## src/rtl/pri_arb_rr_n_if.sv

```systemverilog
// Request/grant bundle between N bus masters and the arbiter.
// The master side drives requests; the slave side (arbiter) drives the grant.
interface pri_arb_rr_n_if #(
    parameter int N  = 8,
    parameter int IW = $clog2(N)
);
    logic [N-1:0]  req;
    logic          mode;
    logic          release_gnt;
    logic          gnt_valid;
    logic [IW-1:0] gnt_idx;
    logic [N-1:0]  gnt_onehot;
    logic          timeout;

    modport master (
        output req, mode, release_gnt,
        input  gnt_valid, gnt_idx, gnt_onehot, timeout
    );

    modport slave (
        input  req, mode, release_gnt,
        output gnt_valid, gnt_idx, gnt_onehot, timeout
    );
endinterface

```

## src/rtl/pri_arb_rr_n.sv

```systemverilog
// N-requester arbiter with a registered, held grant.
// Fixed (highest index) or round-robin selection, with optional hold timeout.
module pri_arb_rr_n #(
    parameter int  N        = 8,
    parameter int  MAX_HOLD = 16,
    localparam int IW       = $clog2(N),
    localparam int HW       = (MAX_HOLD > 0) ? $clog2(MAX_HOLD + 1) : 1
) (
    input logic          clk,
    input logic          rst,
    pri_arb_rr_n_if.slave bus
);
    typedef enum logic {IDLE, GRANT} state_t;

    state_t        state_q, state_d;
    logic [IW-1:0] gnt_idx_q, gnt_idx_d;
    logic [IW-1:0] rr_ptr_q, rr_ptr_d;
    logic [HW-1:0] hold_cnt_q, hold_cnt_d;
    logic          timeout_q, timeout_d;

    logic [IW-1:0] win;
    logic          found;
    logic          owner_req;
    logic          expired;
    int            j;

    always_comb begin
        win   = '0;
        found = 1'b0;
        j     = 0;
        if (!bus.mode) begin
            for (int i = 0; i < N; i++) begin
                if (bus.req[IW'(i)]) win = IW'(i);
            end
        end else begin
            for (int k = 0; k < N; k++) begin
                j = int'(rr_ptr_q) + k;
                if (j >= N) j = j - N;
                if (!found && bus.req[IW'(j)]) begin
                    found = 1'b1;
                    win   = IW'(j);
                end
            end
        end
    end

    always_comb begin
        state_d    = state_q;
        gnt_idx_d  = gnt_idx_q;
        rr_ptr_d   = rr_ptr_q;
        hold_cnt_d = hold_cnt_q;
        timeout_d  = 1'b0;
        owner_req  = bus.req[gnt_idx_q];
        expired    = (MAX_HOLD != 0) && (hold_cnt_q == HW'(MAX_HOLD));
        unique case (state_q)
            IDLE: begin
                if (|bus.req) begin
                    state_d    = GRANT;
                    gnt_idx_d  = win;
                    hold_cnt_d = HW'(1);
                end
            end
            GRANT: begin
                if (bus.release_gnt || !owner_req || expired) begin
                    state_d    = IDLE;
                    hold_cnt_d = '0;
                    // release or request drop outranks the timeout flag
                    timeout_d  = expired && !bus.release_gnt && owner_req;
                    rr_ptr_d   = (gnt_idx_q == IW'(N - 1)) ? '0
                                                          : gnt_idx_q + 1'b1;
                end else if (MAX_HOLD != 0) begin
                    hold_cnt_d = hold_cnt_q + 1'b1;
                end
            end
            default: state_d = IDLE;
        endcase
    end

    always_ff @(posedge clk) begin
        if (rst) begin
            state_q    <= IDLE;
            gnt_idx_q  <= '0;
            rr_ptr_q   <= '0;
            hold_cnt_q <= '0;
            timeout_q  <= 1'b0;
        end else begin
            state_q    <= state_d;
            gnt_idx_q  <= gnt_idx_d;
            rr_ptr_q   <= rr_ptr_d;
            hold_cnt_q <= hold_cnt_d;
            timeout_q  <= timeout_d;
        end
    end

    assign bus.gnt_valid  = (state_q == GRANT);
    assign bus.gnt_idx    = gnt_idx_q;
    assign bus.gnt_onehot = (state_q == GRANT) ? (N'(1) << gnt_idx_q) : '0;
    assign bus.timeout    = timeout_q;
endmodule
```

## src/flat_wrapper.sv

```systemverilog
// flat-port wrapper written by rule: the top's interface ports become plain ports
module pri_arb_rr_n_flat 
#(
    parameter int  N        = 8,
    parameter int  MAX_HOLD = 16,
    localparam int IW       = $clog2(N),
    localparam int HW       = (MAX_HOLD > 0) ? $clog2(MAX_HOLD + 1) : 1
)
  (clk, rst, bus_req, bus_mode, bus_release_gnt, bus_gnt_valid, bus_gnt_idx, bus_gnt_onehot, bus_timeout);
  pri_arb_rr_n_if #(.N(N)) bus_i ();
  input logic clk;
  input logic rst;
  input wire logic [$bits(bus_i.req)-1:0] bus_req;
  input wire logic [$bits(bus_i.mode)-1:0] bus_mode;
  input wire logic [$bits(bus_i.release_gnt)-1:0] bus_release_gnt;
  output wire logic [$bits(bus_i.gnt_valid)-1:0] bus_gnt_valid;
  output wire logic [$bits(bus_i.gnt_idx)-1:0] bus_gnt_idx;
  output wire logic [$bits(bus_i.gnt_onehot)-1:0] bus_gnt_onehot;
  output wire logic [$bits(bus_i.timeout)-1:0] bus_timeout;
  assign bus_i.req = bus_req;
  assign bus_i.mode = bus_mode;
  assign bus_i.release_gnt = bus_release_gnt;
  assign bus_gnt_valid = bus_i.gnt_valid;
  assign bus_gnt_idx = bus_i.gnt_idx;
  assign bus_gnt_onehot = bus_i.gnt_onehot;
  assign bus_timeout = bus_i.timeout;
  pri_arb_rr_n #(.N(N), .MAX_HOLD(MAX_HOLD)) u_core (.clk(clk), .rst(rst), .bus(bus_i));
endmodule
```

## config.mk

```make
export PLATFORM = sky130hd
export DESIGN_NAME = pri_arb_rr_n_flat
export DESIGN_NICKNAME = d
export VERILOG_FILES = /design/src/rtl/pri_arb_rr_n_if.sv /design/src/rtl/pri_arb_rr_n.sv /design/src/flat_wrapper.sv
export SDC_FILE = /design/constraint.sdc
export NUM_CORES = 1
export LEC_CHECK = 0
export CORE_MARGIN = 3
export CORE_UTILIZATION = 36
export DETAILED_ROUTE_END_ITERATION = 12
export HOLD_SLACK_MARGIN = 0.15
export SLEW_MARGIN = 15
export SYNTH_ARGS = -nofsm -noshare
export SYNTH_HDL_FRONTEND = slang
export SYNTH_SLANG_ARGS = --single-unit
```

## constraint.sdc

```tcl
create_clock -name clk -period 2.53 [get_ports clk]
set_input_delay 0.506 -clock clk [delete_from_list [all_inputs] [get_ports clk]]
set_output_delay 0.506 -clock clk [all_outputs]
set_load 0.02 [all_outputs]
```

==> results of run 1 <==
[registers in the layout (all words and copies together), names as in the netlist]
| signal | flops |
|---|---|
| u_core.rr_ptr_q | 3 |
| u_core.bus.timeout | 1 |
| u_core.bus.gnt_idx | 3 |
| u_core.hold_cnt_q | 5 |
| u_core.bus.gnt_valid | 1 |
[cell type report]
cell class,count,area (µm²)
repair buffers,70,606
well taps,52,65.1
inverters,13,48.8
multi-input cells,151,1420
clock inverters,1,5.00
flip-flops and latches,13,264
fillers,416,2000
clock buffers,3,41.3
[worst max-delay path: stages, from the launching register on]
cell and delay [ns]:
dfxtp_2 0.33, inv_2 0.05, ha_4 0.34, buf_6 0.12
mux4_2 0.49, mux2i_2 0.22, a22oi_2 0.14, nor3_4 0.23
buf_4 0.16, and3_1 0.14, o32ai_1 0.08
[power groups by stage]
stage | Combinational (mW) | Sequential [mW] | Clock, mW
2_1_floorplan | 0.436 | 0.252 | 0
6_report | 0.745 | 0.241 | 0.190
3_5_place_dp | 0.707 | 0.245 | 0
4_1_cts | 0.713 | 0.240 | 0.195
3_3_place_gp | 0.704 | 0.244 | 0
5_1_grt | 0.814 | 0.244 | 0.208
[logic make-up after synthesis]
family                     Yosys count
and+or+nand+nor                     66
AOI/OAI and AO/OA                   43
muxes                               29
buffers and inverters               22
DFF                                 13
adders and majority gates           10
xor gates and xnor gates             3
[layout by cell type, fill, tap and decap left out, drive strengths merged, types with 2 or more instances in the layout]
cell type and instances:
a21oi 8, nand2 17, nor3 3, and3 4
a41oi 2, o221ai 2, clkdlybuf4s50 16, o211ai 3
buf 46, ha 10, mux4 16, and2 5
a22oi 2, nand3 5, a311oi 4, mux2 2
a211oi 4, nor4b 2, mux2i 11, nor4 2
o21ai 5, dlymetal6s2s 7, nor2 15, a211o 2
inv 13, dfxtp 13, a31oi 5, nand2b 4
or2 3, nor2b 2, clkbuf 3, xor2 2
[through the flow]
stage	worst slack [ns]	power, mW	utilization [%]	instances	hold slack, ns
2_1_floorplan	-0.0141	0.687	-	186	0.442
3_3_place_gp	-0.255	0.949	51.9	297	0.460
3_5_place_dp	-0.304	0.952	51.9	297	0.480
4_1_cts	-0.0124	1.15	53.0	301	0.489
5_1_grt	-0.0304	1.27	55.0	303	0.504
6_report	0.0860	1.18	55.0	303	0.492
[how the worst min path moves through the flow]
stage,slack [ns],endpoint,from
global placement,0.46,u_core.hold_cnt_q[4],u_core.hold_cnt_q[4]
floorplan,0.44,u_core.hold_cnt_q[4],u_core.hold_cnt_q[4]
global route,0.50,u_core.hold_cnt_q[4],u_core.hold_cnt_q[4]
finish,0.49,u_core.hold_cnt_q[4],u_core.hold_cnt_q[4]
CTS,0.49,u_core.hold_cnt_q[4],u_core.hold_cnt_q[4]
detailed placement,0.48,u_core.hold_cnt_q[4],u_core.hold_cnt_q[4]
[repair_timing]
action	in CTS	in global routing
setup buffers	0	2
resized for setup	2	20
gates cloned	0	0
pin swaps	0	6
setup endpoints to repair	3	10
[per-layer routing]
| metal | up-vias | global-route usage (%) | share of wire [%] |
|---|---|---|---|
| met5 | - | 0 | 0 |
| met4 | 0 | 1.38 | 0.13 |
| met3 | 2 | 2.84 | 2.2 |
| met2 | 18 | 29.6 | 49 |
| met1 | 830 | 27.9 | 49 |
| li1 | 846 | - | - |
==> results.ini, run 1 <==
[critical_path]
reg2reg_from=u_core.rr_ptr_q[0]
crit_fanout=8
crit_end=u_core.bus.gnt_idx[2]
crit_required_ns=2.64
cp-end-kind=register
setup.worst_path.start_class=register
timing.rr.end=u_core.bus.gnt_idx[2]
arrival_ns=2.55
reg2reg_depth=10
r2r_slack_ns=0.09
critPathLaunch=u_core.rr_ptr_q[0]
crit_type=reg -> reg

[synth]
synth_top_area_share_pct=21.3
yosys.area_share.simple_pct=21.3
postSynthCellCount=186
synth.top_cells.by_area=mux4_2 21%, dfxtp_1 15%, ha_1 7.4%, mux2i_1 6.5%, nand2_1 3.6%
ys_async_sr_fraction_pct=0
synth_warnings=0
syn-cell-area_um2=1690
yosys.area.top_type=mux4_2
synth_xor_area_share_pct=1.56
netlist_top_cells_count=16 x mux4_2, 16 x nand2_1, 14 x nor2_1
ys.flop_type=dfxtp_1
ys_ff_latch=13
synthAdderAreaFrac_pct=7.41
synth_compound_area_share_pct=18.8
synthesis.nets=208
syn_avg_cell_area_um2=9.08
synth_edf_count=0
ys_types=51
synth_mux_area_share_pct=29.4
seq_area_frac_synth_pct=15.4
synth_top_family_by_area=multiplexers

[layout]
fin_nets=274
design_area_um2=2440
syn2layout_area_growth_pct=44.7
layout-drive-gt1-share_pct=37.8
diodes=0

[timing]
rsz0062_at_grt=true
fin_skew_ns=0.00210
max_slew_margin_pct=59.9
fmax_mhz=409
setup_violations=0
slew_violations=0
hold_violations=0
worst_pin_slew_ns=0.599
period_needed_ns=2.44
period_share_pct=96.6
fin_setup_tns_ns=0

[flow_run]
cap_violations=0

[grt]
grt.total_usage_pct=18.6
antenna_found_initial=0
grt_pass1_wl_um=8180
grt_start_max_net_pins=15
grt_pass1_vias=1641
grt-ovfl-total=0

[clock_network]
postCtsHoldBufs=0
clkSinkCount=13
cts_max_path_buffers=2
cts_made_buffers=3
cts_tree=built
cts_max_level=1
path_clk_slew_ns=0.06
clockRootBuffer=clkbuf_8
insertion_delay_ns=0.24

[drt]
wl_um=4750
routed_via_density=5.60
vias=1696
drt_iter0_markers=83
drc=0
wl_per_cell_um=15.7
drt-pass1-iter-count=4
ant_nets=0

[power_and_ir_drop]
switchingPower_uw=459
p_per_area_nw_per_um2=481
power.leakage_nw=1.03
switching_share_pct=39.0
peakVddDrop_mv=0.242
p_int_uw=717
combinationalPowerShare_pct=63.3
clockPowerShare_pct=16.2
pwr-share-seq_pct=20.5

[floorplanning]
row_count=24
die_x_um=74.5
initial_core_util_pct=38.0
io_pins=25
design.core.area_um2=4440
die_area_um2=5550
die_y_um=74.5

[min_path]
hold_class=reg -> reg
whs_path_depth=1

[placed_design]
gp_congestion=0.861
placed_area_um2=2310
hpwl_um=3810
portBuffers=24

[status]
status=finished, final reports clean

Power figures use the tool's default switching activity.
==> run 2, diff against run 1 <==
--- a/config.mk
+++ b/config.mk
@@ -5,6 +5,7 @@
 export SDC_FILE = /design/constraint.sdc
 export NUM_CORES = 1
 export LEC_CHECK = 0
+export CAP_MARGIN = 15
 export CORE_MARGIN = 3
 export CORE_UTILIZATION = 36
 export DETAILED_ROUTE_END_ITERATION = 12
==> constraint.sdc (replaced) <==
create_clock -name clk -period 2.3 [get_ports clk]
set_input_delay 0.46 -clock clk [delete_from_list [all_inputs] [get_ports clk]]
set_output_delay 0.46 -clock clk [all_outputs]
set_load 0.02 [all_outputs]
==> results.ini, run 2 (synthesis gave the netlist of run 1 again) <==
[critical_path]
crit_chain=inv_4, ha_4, mux4_2, a21oi_4, a32oi_4, nor3_4, buf_6, a21oi_2, nor4_1
crit_type=reg -> reg
crit_path_max_incr_delay_ns=0.56
arrival_ns=2.56
setup.worst_path.start_class=register
crit_fanout=6
critPathLaunch=u_core.rr_ptr_q[0]
cp-end-kind=register
crit_required_ns=2.45
reg2reg_from=u_core.rr_ptr_q[0]
cp_slowest_cell=mux4_2

[timing]
worst_pin_slew_ns=0.729
period_share_pct=105
period_needed_ns=2.41
fin_skew_ns=0.00259
whs_ns=0.506
fmax_mhz=415
max_slew_margin_pct=50.7
setup_violations=4
hold_violations=0
slew_violations=0
setup_slack_ns=-0.110
rsz0062_at_grt=true

[drt]
wl_per_cell_um=15.6
drt_iter0_markers=126
routed_via_density=5.60
drt-pass1-iter-count=4
wl_um=4980
ant_nets=0
vias=1791
drc=0

[layout]
post-route-util_pct=58.5
syn2layout_area_growth_pct=54.0
design_area_um2=2600
layout_commonest_cell=buf_4
layout-drive-gt1-share_pct=42.5
mostFrequentLayoutCells=57 x buf_4, 16 x mux4_2, 16 x clkdlybuf4s50_1, 15 x nand2_1, 13 x nor2_1
fin_nets=291
diodes=0
regMostFlops=u_core.hold_cnt_q
num-fill-cells=410
largest_register_ffs=5

[clock_network]
cts_max_level=1
cts_max_path_buffers=2
clockRootBuffer=clkbuf_8
insertion_delay_ns=0.25
cts_tree=built
path_clk_slew_ns=0.06
cts_made_buffers=3
clkSinkCount=13

[floorplanning]
row_count=24
initial_core_util_pct=38.0
die_y_um=74.5
die_area_um2=5550
design.core.area_um2=4440
die_x_um=74.5
io_pins=25

[grt]
grt.total_usage_pct=19.0
grt_start_max_net_pins=15
grt_pass1_vias=1741
grt_pass1_wl_um=8270
grt-ovfl-total=0
antenna_found_initial=0

[placed_design]
portBuffers=24
placed_area_um2=2390
pre_cts_ws_ns=-0.472
gp_congestion=0.917
hpwl_um=3820

[min_path]
hold_start=u_core.hold_cnt_q[4]
hold_class=reg -> reg

[status]
status=finished, violations left
violations=negative setup slack

[flow_run]
cap_violations=0

[power_and_ir_drop]
total_power_mw=1.38
p_per_area_nw_per_um2=530
peakVddDrop_mv=0.234
power.leakage_nw=1.07

-- run 2: cell types whose count changed in the layout (fill, tap and decap cells not counted), moves of 4 or more --
cell and change:
buf_4 +12, buf_6 +4, dlygate4sd2_1 +7, dlymetal6s2s_1 -7
-- run 2: repair_timing --
| item | 4_1_cts | 5_1_grt |
|---|---|---|
| hold buffers | 0 | 0 |
| setup buffers | 9 | 2 |
| endpoints found under the setup margin | 8 | 11 |
| pin swaps | 9 | 6 |
| hold endpoints to repair | 0 | 0 |
| gates resized for setup | 22 | 5 |
-- run 2: routing by layer --
| metal | share of wire [%] | vias up | GRT usage (%) |
|---|---|---|---|
| met2 | 50 | 40 | 31.3 |
| met1 | 45 | 867 | 26.3 |
| met3 | 4.7 | 4 | 4.59 |
| met5 | 0 | - | 0 |
| li1 | - | 880 | - |
| met4 | 0.44 | 0 | 1.98 |
-- run 2: final cells by class --
cell class	count	area (µm²)	share of cell area [%]
inverter	13	51.3	1.97
tap	52	65.1	2.50
clock buffer	3	41.3	1.59
clock inverter	1	5.00	0.192
sequential	13	263	10.1
timing repair buffer	87	734	28.2
multi-input combinational	151	1440	55.4
-- run 2: per-stage QoR --
stage / cells / setup TNS [ns]
6_report: 320 / -0.282
5_1_grt: 320 / -0.935
4_1_cts: 318 / -0.304
2_1_floorplan: 186 / -0.560
3_3_place_gp: 305 / -3.53
3_5_place_dp: 305 / -3.92
-- run 2: worst max-delay path, delay by kind of cell (launching register included) --
| family | cells | cell delay (ns) |
|---|---|---|
| compound gates | 3 | 0.42 |
| mux | 1 | 0.56 |
| buf+inv | 2 | 0.19 |
| flops | 1 | 0.35 |
| simple gates | 2 | 0.46 |
| fa+ha+maj | 1 | 0.32 |
-- run 2: final timing paths --
check | to | depth (start not counted) | slack (ns)
max | u_core.bus.gnt_idx[0] | 9 | -0.11
min reg2reg | u_core.hold_cnt_q[4] | 1 | 0.51
max reg2reg | u_core.bus.gnt_idx[0] | 9 | -0.11
min | u_core.hold_cnt_q[4] | 1 | 0.51
-- run 2: where the power goes --
part           total [mW]  internal [mW]  switching (mW)  leakage (nW)
clock               0.210          0.120          0.0899        0.0255
sequential          0.268          0.242          0.0258         0.107
combinational       0.900          0.486           0.414         0.934
total                1.38          0.848           0.530          1.07
==> run 3, diff against run 2 <==
--- a/config.mk
+++ b/config.mk
@@ -6,10 +6,11 @@
 export NUM_CORES = 1
 export LEC_CHECK = 0
 export CAP_MARGIN = 15
-export CORE_MARGIN = 3
+export CORE_MARGIN = 2
 export CORE_UTILIZATION = 36
 export DETAILED_ROUTE_END_ITERATION = 12
-export HOLD_SLACK_MARGIN = 0.15
+export GPL_TIMING_DRIVEN = 1
+export HOLD_SLACK_MARGIN = 0.02
 export SLEW_MARGIN = 15
 export SYNTH_ARGS = -nofsm -noshare
 export SYNTH_HDL_FRONTEND = slang
==> results.ini, run 3 (synthesis gave the netlist of run 1 again) <==
[status]
status=finished, violations left
violations=negative setup slack

[critical_path]
crit_fanout=6
crit_required_ns=2.42
arrival_ns=2.59
crit_type=reg -> reg
cp-end-kind=register
setup.worst_path.start_class=register

[placed_design]
placed_area_um2=2360
pre_cts_ws_ns=-0.531
gp_congestion=0.823
portBuffers=24
dp.cells=303
hpwl_um=3780

[drt]
wl_um=4770
routed_via_density=5.70
drt_iter0_markers=113
wl_per_cell_um=15.1
drc=0
drt-pass1-iter-count=4
ant_nets=0
vias=1800

[layout]
regMostFlops=u_core.hold_cnt_q
mostFrequentLayoutCells=56 x buf_4, 17 x clkdlybuf4s50_1, 16 x mux4_2, 15 x nand2_1, 14 x nor2_1
diodes=0
syn2layout_area_growth_pct=50.1
fin_nets=287
num-fill-cells=414
largest_register_ffs=5
instances_no_fill=316
design_area_um2=2530
post-route-util_pct=57.0
layout_commonest_cell=buf_4
layout-drive-gt1-share_pct=40.9

[timing]
worst_pin_slew_ns=0.625
fmax_mhz=405
setup_slack_ns=-0.172
slew_violations=0
fin_setup_tns_ns=-0.512
setup_violations=5
max_slew_margin_pct=57.8
period_share_pct=107
fin_skew_ns=0.00230
whs_ns=0.497
period_needed_ns=2.47
hold_violations=0
rsz0062_at_grt=true

[floorplanning]
die_y_um=72.5
die_area_um2=5260
initial_core_util_pct=38.0
io_pins=25
row_count=24
die_x_um=72.5
design.core.area_um2=4440

[grt]
grt_pass1_wl_um=8200
use_met2_pct=32.8
grt-ovfl-total=0
antenna_found_initial=0
grt_start_max_net_pins=15
grt.total_usage_pct=19.4
grt-busiest-layer=met2
grt_pass1_vias=1751
use_met1_pct=26.2
grt_use_met3_pct=2.92

[clock_network]
insertion_delay_ns=0.25
cts_max_level=1
clockRootBuffer=clkbuf_8
cts_max_path_buffers=2
path_clk_slew_ns=0.06
cts_tree=built
clkSinkCount=13
cts_made_buffers=3

[min_path]
hold_class=reg -> reg

[flow_run]
cap_violations=0

[power_and_ir_drop]
p_per_area_nw_per_um2=529
peakVddDrop_mv=0.364
power.leakage_nw=1.05
total_power_mw=1.34

==> run 3: power by group <==
group	internal (mW)	switching [mW]	total [mW]
Sequential	0.243	0.0287	0.271
Combinational	0.459	0.399	0.858
Clock	0.120	0.0925	0.212
==> run 3: layout make-up <==
| class | count | area (µm²) | share of cell area (%) |
|---|---|---|---|
| Multi-Input combinational cell | 151 | 1420 | 56.1 |
| Clock buffer | 3 | 41.3 | 1.63 |
| Tap cell | 52 | 65.1 | 2.57 |
| Clock inverter | 1 | 5.00 | 0.197 |
| Timing Repair Buffer | 83 | 686 | 27.0 |
| Sequential cell | 13 | 264 | 10.4 |
| Inverter | 13 | 51.3 | 2.02 |
==> run 3: path summary, 6_finish.rpt <==
kind	startpoint	slack, ns	end	depth (start not counted)
setup / recovery	u_core.rr_ptr_q[0]	-0.17	u_core.bus.gnt_idx[1]	9
hold / removal	u_core.hold_cnt_q[4]	0.50	u_core.hold_cnt_q[4]	1
setup reg to reg	u_core.rr_ptr_q[0]	-0.17	u_core.bus.gnt_idx[1]	9
hold reg to reg	u_core.hold_cnt_q[4]	0.50	u_core.hold_cnt_q[4]	1
==> run 3: repair_timing <==
action                                  CTS  global route
setup buffers                             6             3
endpoints found under the setup margin    9            14
hold buffers                              0             0
gates resized for setup                  17             5
pin swaps                                11             3
==> run 3: metal layers <==
metal,wire [µm],vias to the layer above
met1,2110,880
met2,2390,42
met4,73,0
met5,0,-
li1,-,868
met3,191,10
==> run 3: critical path, cell delays in order (launching register included) <==
cell	delay (ns)
dfxtp_2	0.36
inv_4	0.05
ha_4	0.32
mux4_2	0.58
a21oi_4	0.19
a32oi_4	0.16
nor3_4	0.33
buf_4	0.17
a31o_1	0.14
a31oi_1	0.05
